--- src/rtl/debug_step_ctrl_pkg.sv ---
// Shared constants for the debug step controller:
// FSM encoding, host command codes and dump word layout.
package debug_step_ctrl_pkg;

  typedef enum logic [2:0] {
    ST_IDLE,
    ST_RUN,
    ST_STEP,
    ST_DUMP,
    ST_PRST
  } state_t;

  localparam logic [7:0] CMD_RUN   = 8'h43;
  localparam logic [7:0] CMD_STEP  = 8'h53;
  localparam logic [7:0] CMD_PRST  = 8'h52;
  localparam logic [7:0] CMD_DUMP  = 8'h44;
  localparam logic [7:0] CMD_PAUSE = 8'h50;

  localparam int N_WORDS = 15;

  localparam logic [3:0] IDX_ID  = 4'd2;
  localparam logic [3:0] IDX_EX  = 4'd8;
  localparam logic [3:0] IDX_MW  = 4'd12;
  localparam logic [3:0] IDX_CNT = 4'd14;

endpackage

--- src/rtl/dump_word_mux.sv ---
// Selects one 32-bit snapshot word from the pipeline
// latch buses (low word first) or the cycle count.
module dump_word_mux #(
  parameter int LEN = 32
) (
  input  logic [63:0]    if_id,
  input  logic [191:0]   id_ex,
  input  logic [127:0]   ex_mem,
  input  logic [63:0]    mem_wb,
  input  logic [LEN-1:0] cycle_count,
  input  logic [3:0]     idx,
  output logic [LEN-1:0] word
);
  import debug_step_ctrl_pkg::*;

  logic [1:0][31:0] if_w;
  logic [5:0][31:0] id_w;
  logic [3:0][31:0] ex_w;
  logic [1:0][31:0] mw_w;
  logic [2:0]       off_id;
  logic [1:0]       off_ex;
  logic             off_mw;

  assign if_w   = if_id;
  assign id_w   = id_ex;
  assign ex_w   = ex_mem;
  assign mw_w   = mem_wb;
  assign off_id = 3'(idx - IDX_ID);
  assign off_ex = 2'(idx - IDX_EX);
  assign off_mw = 1'(idx - IDX_MW);

  // index range decode onto the owning bus
  always_comb begin
    word = '0;
    unique case (1'b1)
      (idx < IDX_ID):
        word = LEN'(if_w[idx[0]]);
      (idx >= IDX_ID && idx < IDX_EX):
        word = LEN'(id_w[off_id]);
      (idx >= IDX_EX && idx < IDX_MW):
        word = LEN'(ex_w[off_ex]);
      (idx >= IDX_MW && idx < IDX_CNT):
        word = LEN'(mw_w[off_mw]);
      (idx == IDX_CNT):
        word = cycle_count;
      default:
        word = '0;
    endcase
  end

endmodule

--- src/rtl/debug_step_ctrl.sv ---
// Host-driven run/step/pause/dump controller for a
// 5-stage pipeline with cycle counting and halt tracking.
module debug_step_ctrl #(
  parameter int LEN     = 32,
  parameter int NB_CMD  = 8,
  parameter int N_WORDS = debug_step_ctrl_pkg::N_WORDS
) (
  input  logic              i_clk,
  input  logic              i_rst,
  input  logic              i_cmd_valid,
  input  logic [NB_CMD-1:0] i_cmd,
  output logic              o_cmd_ready,
  input  logic              i_halt_detected,
  input  logic [63:0]       i_if_id,
  input  logic [191:0]      i_id_ex,
  input  logic [127:0]      i_ex_mem,
  input  logic [63:0]       i_mem_wb,
  output logic              o_pipe_en,
  output logic              o_pipe_rst,
  output logic              o_dump_valid,
  input  logic              i_dump_ready,
  output logic [LEN-1:0]    o_dump_data,
  output logic [3:0]        o_dump_idx,
  output logic [LEN-1:0]    o_cycle_count,
  output logic              o_halted,
  output logic              o_done,
  output logic              o_cmd_err
);
  import debug_step_ctrl_pkg::*;

  localparam logic [NB_CMD-1:0] K_RUN   = NB_CMD'(CMD_RUN);
  localparam logic [NB_CMD-1:0] K_STEP  = NB_CMD'(CMD_STEP);
  localparam logic [NB_CMD-1:0] K_PRST  = NB_CMD'(CMD_PRST);
  localparam logic [NB_CMD-1:0] K_DUMP  = NB_CMD'(CMD_DUMP);
  localparam logic [NB_CMD-1:0] K_PAUSE = NB_CMD'(CMD_PAUSE);
  localparam logic [3:0]        LAST    = 4'(N_WORDS - 1);

  state_t         state;
  state_t         state_nx;
  logic           accept;
  logic           is_run;
  logic           is_step;
  logic           is_prst;
  logic           is_dump;
  logic           is_pause;
  logic           adv;
  logic           last;
  logic           err_nx;
  logic           halt_set;
  logic           done_nx;
  logic [LEN-1:0] word;

  assign o_cmd_ready  = (state == ST_IDLE) ||
                        (state == ST_RUN);
  assign o_dump_valid = (state == ST_DUMP);
  assign accept       = i_cmd_valid & o_cmd_ready;

  assign is_run   = (i_cmd == K_RUN);
  assign is_step  = (i_cmd == K_STEP);
  assign is_prst  = (i_cmd == K_PRST);
  assign is_dump  = (i_cmd == K_DUMP);
  assign is_pause = (i_cmd == K_PAUSE);

  assign adv  = o_dump_valid & i_dump_ready;
  assign last = (o_dump_idx == LAST);

  // state register
  always_ff @(posedge i_clk) begin
    if (i_rst) state <= ST_IDLE;
    else       state <= state_nx;
  end

  // next state and one-cycle events
  always_comb begin
    state_nx = state;
    err_nx   = 1'b0;
    halt_set = 1'b0;
    done_nx  = 1'b0;
    unique case (state)
      ST_IDLE: begin
        if (accept) begin
          unique case (1'b1)
            is_run: begin
              if (o_halted) err_nx   = 1'b1;
              else          state_nx = ST_RUN;
            end
            is_step: begin
              if (o_halted) err_nx   = 1'b1;
              else          state_nx = ST_STEP;
            end
            is_prst: state_nx = ST_PRST;
            is_dump: state_nx = ST_DUMP;
            default: err_nx   = 1'b1;
          endcase
        end
      end
      ST_RUN: begin
        if (i_halt_detected) begin
          halt_set = 1'b1;
          state_nx = ST_DUMP;
        end else if (accept && is_pause) begin
          state_nx = ST_DUMP;
        end
        if (accept && !is_pause) err_nx = 1'b1;
      end
      ST_STEP: begin
        halt_set = i_halt_detected;
        state_nx = ST_DUMP;
      end
      ST_DUMP: begin
        if (adv && last) begin
          state_nx = ST_IDLE;
          done_nx  = 1'b1;
        end
      end
      ST_PRST: state_nx = ST_IDLE;
      default: state_nx = ST_IDLE;
    endcase
  end

  // registered controls, cycle counter, halt flag, dump index
  always_ff @(posedge i_clk) begin
    if (i_rst) begin
      o_pipe_en     <= 1'b0;
      o_pipe_rst    <= 1'b0;
      o_done        <= 1'b0;
      o_cmd_err     <= 1'b0;
      o_cycle_count <= '0;
      o_halted      <= 1'b0;
      o_dump_idx    <= '0;
    end else begin
      o_pipe_en  <= (state_nx == ST_RUN) ||
                    (state_nx == ST_STEP);
      o_pipe_rst <= (state_nx == ST_PRST);
      o_done     <= done_nx;
      o_cmd_err  <= err_nx;
      if (state == ST_PRST) begin
        o_cycle_count <= '0;
        o_halted      <= 1'b0;
      end else begin
        if (o_pipe_en && o_cycle_count != '1)
          o_cycle_count <= o_cycle_count + LEN'(1);
        if (halt_set) o_halted <= 1'b1;
      end
      if (adv) o_dump_idx <= last ? 4'd0 : o_dump_idx + 4'd1;
    end
  end

  dump_word_mux #(
    .LEN(LEN)
  ) u_mux (
    .if_id      (i_if_id),
    .id_ex      (i_id_ex),
    .ex_mem     (i_ex_mem),
    .mem_wb     (i_mem_wb),
    .cycle_count(o_cycle_count),
    .idx        (o_dump_idx),
    .word       (word)
  );

  assign o_dump_data = o_dump_valid ? word : '0;

endmodule

--- config.mk ---
export PLATFORM = sky130hd
export DESIGN_NAME = debug_step_ctrl
export DESIGN_NICKNAME = d
export VERILOG_FILES = /design/src/rtl/debug_step_ctrl_pkg.sv /design/src/rtl/dump_word_mux.sv /design/src/rtl/debug_step_ctrl.sv
export SDC_FILE = /design/constraint.sdc
export NUM_CORES = 1
export LEC_CHECK = 0
export CORE_AREA = 10 10 200 202
export CTS_CLUSTER_SIZE = 20
export DETAILED_ROUTE_END_ITERATION = 7
export DIE_AREA = 0 0 210 212
export PLACE_DENSITY = 0.48
export SLEW_MARGIN = 30
export SYNTH_ARGS = -nofsm -noshare
export SYNTH_HDL_FRONTEND = slang
export SYNTH_SLANG_ARGS = --single-unit
--- constraint.sdc ---
create_clock -name i_clk -period 2.9 [get_ports i_clk]
set_input_delay 0.435 -clock i_clk [delete_from_list [all_inputs] [get_ports i_clk]]
set_output_delay 0.435 -clock i_clk [all_outputs]
set_load 0.1 [all_outputs]
==> results.ini <==
[sta]
period_share_pct=98.23
fin_crit_ns=2.849
rsz0062_at_grt=yes
slew_violations=0
hold_ws_ns=0.5459
setup-violations-final=0
worstMarginPinSlew_ns=0.8265
hold_viol_final=0
maxSlewHeadroom_pct=44.90
skew_ns=0.003529
setup_slack_ns=0.05147
fmax_mhz=351.1

[critical_path]
slowest_delay_ns=0.60
crit_buf_inv=3
startpoint_type=flop
cp_slowest_cell=a221oi_1
cp.required_ns=2.47
crit_arrival_ns=2.41
critical_path.top_delay_family=compound AO/OA/AOI/OAI gates
path_max_fanout=9
path_cells=buf_4 -> buf_4 -> mux2i_1 -> o22ai_1 -> a221oi_1 -> a21oi_4 -> buf_12
end_kind=primary output
critical_path_class=flop to primary output
crit_top_cell=buf_4

[synth]
ys_types=58
ys_seq_elements=44
synth_async_sr_flop_share_pct=0
synth_ff_type=dfxtp_1
synth_warnings=0
syn-instance-count=703
syn_avg_cell_area_um2=8.733
synth_edf_count=0
syn-num-nets=1168
post-synth-top-area-cell=mux4_2
syn_area_mm2=0.006140
synthTopCellsByArea=mux4_2, mux2i_1, dfxtp_1
ys_seq_area_share_pct=14.35
yosysTopAreaCellShare_pct=23.48

[power]
power_density_mw_per_mm2=156.8
p_total_mw=2.091
p_leak_nw=4.399
peakVddDrop_uv=185.4

[global_routing]
grt_overflow=0
grt_first_pass_wirelength_um=63580
grt_pass1_vias=8813
grt_max_degree=46
antenna_found_initial=1
grt_usage_pct=19.24

[route]
drtIter0Drc=532
wl_per_cell_um=26.60
ant_nets=0
drtPass1Iterations=5
viasPerCell=4.768
drc=0
top_layer=met4
routed_wl_um=45680
routed-wl-met2_um=23760
vias=8186
met1_length_um=18860
routed-wl-met3_um=2495

[finish]
fin_cells=1717
fin_util_pct=36.95
num-fill-cells=3678
regArea_um2=893.4
drive_gt1_share_pct=22.84
areaGrowthSynthToFinish_pct=117.2
multiInputGateArea_mm2=0.005425
final_nets=1712

[clock_network]
cts_max_level=2
clock_latency_ns=0.29
tritoncts=done
cts_made_buffers=5
clockRootBuffer=clkbuf_16
clock_path_buffers=2
cts.clk_slew.worst_paths_ns=0.06
cts.sinks=44
cts-hold-fix-buffers=0

[worst_hold_path]
hold_path.class=flop to flop

[placed_design]
io_buffers=535
place_hpwl_um=40090
dp.cells=1707
post-place-ws_ns=-0.1126
place_congestion=0.8790

[die]
start_util_pct=17.01
core_area_mm2=0.03608
die_w_um=210
io_pins=536
dieArea_mm2=0.04452
die_h_um=212
fp-row-count=70

[outcome]
status=complete, no violations

[flow_run]
cap_violations=0

layout by cell type, fill, tap and decap left out, types with 6 or more instances in the layout:
cell type        instances
nor2_1                  20
xnor2_1                  7
mux2i_1                100
inv_1                    8
buf_4                   97
o22ai_1                 33
nand4_1                 14
a221oi_1                19
clkdlybuf4s50_1        460
nand2_1                 98
o21ai_0                 36
a221oi_2                12
a21oi_4                 32
nand2b_1                 6
dfxtp_1                 40
and3_1                   6
a21oi_1                 19
buf_12                  43
nand3_1                 15
mux4_2                  64
o211ai_1                 6
or4_1                   15
metrics by stage:
stage / setup TNS [ns] / area, µm²
finish: 0 / 13330
global route: -0.07045 / 13330
CTS: 0 / 13230
detailed placement: -0.1126 / 13050
global placement: -0.03798 / 13050
floorplan: -0.2469 / 6530
power breakdown:
| group | total, mW | internal [mW] | leakage, nW | switching, mW |
|---|---|---|---|---|
| logic | 0.898 | 0.669 | 3.97 | 0.230 |
| registers | 0.603 | 0.602 | 0.357 | 0.000742 |
| clock network | 0.589 | 0.344 | 0.0712 | 0.245 |
| total | 2.09 | 1.62 | 4.40 | 0.475 |
Yosys cell counts, types with 5 or more instances:
cell type	n
nand4_1	14
and4_1	5
o211ai_1	6
nand3_1	15
o22ai_1	33
and3_1	6
nor2_1	21
a31oi_1	5
or4_1	15
mux4_2	64
a221oi_1	32
dfxtp_1	44
buf_2	22
xnor2_1	7
inv_1	8
o21ai_0	39
nor3_1	5
a21oi_1	53
nand2_1	98
clkbuf_1	39
or3_1	5
nand2b_1	6
mux2i_1	100
area by class of cell:
type	instances	share of cell area [%]
Timing Repair Buffer	605	46.87
Multi-Input combinational cell	583	40.69
Sequential cell	44	6.700
Tap cell	468	4.392
Clock buffer	8	1.098
Inverter	8	0.2252
Antenna cell	1	0.01877
registers in the layout, summed over array words and instances (netlist names):
| register | cells |
|---|---|
| o_pipe_rst | 1 |
| state | 3 |
| o_cmd_err | 1 |
| o_halted | 1 |
| o_dump_idx | 4 |
| o_pipe_en | 1 |
| o_done | 1 |
| o_cycle_count | 32 |
logic make-up (layout without fill, tap and decap cells):
family / count (synthesis) / after routing / share of synthesized area [%]
flip-flops: 44 / 44 / 14.35
multiplexers: 165 / 165 / 39.96
XOR/XNOR: 7 / 7 / 0.9986
other: 0 / 1 / 0
adder cells (fa/ha/maj): 4 / 4 / 0.8152
AO/OA/AOI/OAI: 192 / 192 / 20.30
AND/OR/NAND/NOR: 215 / 215 / 18.30
buffers and inverters: 76 / 621 / 5.278
routing by layer:
| layer | track usage (%) | up-vias |
|---|---|---|
| met5 | 0 | - |
| met4 | 2.878 | 0 |
| met3 | 3.933 | 25 |
| met2 | 34.84 | 284 |
| met1 | 23.29 | 3976 |
| li1 | - | 3901 |
what timing repair did:
action                                  in CTS  in global routing
endpoints found under the setup margin      27                 19
gates cloned                                 0                  0
setup buffers                                1                  0
gates resized for setup                      8                 19
pin swaps                                    0                  0
tightest hold or removal path, cell delays in order, from the launching register on:
cell	delay [ns]
dfxtp_2	0.38
nand2_1	0.07
a21oi_1	0.05
worst paths after layout:
kind,depth (start not counted),start,slack [ns],endpoint
max,7,o_dump_idx[0],0.05,o_dump_data[21]
max reg2reg,5,o_cycle_count[4],0.54,o_cycle_count[18]
min reg2reg,2,o_dump_idx[3],0.55,o_dump_idx[3]
min,2,o_dump_idx[3],0.55,o_dump_idx[3]
No activity file was read; power rests on OpenSTA's default activity.
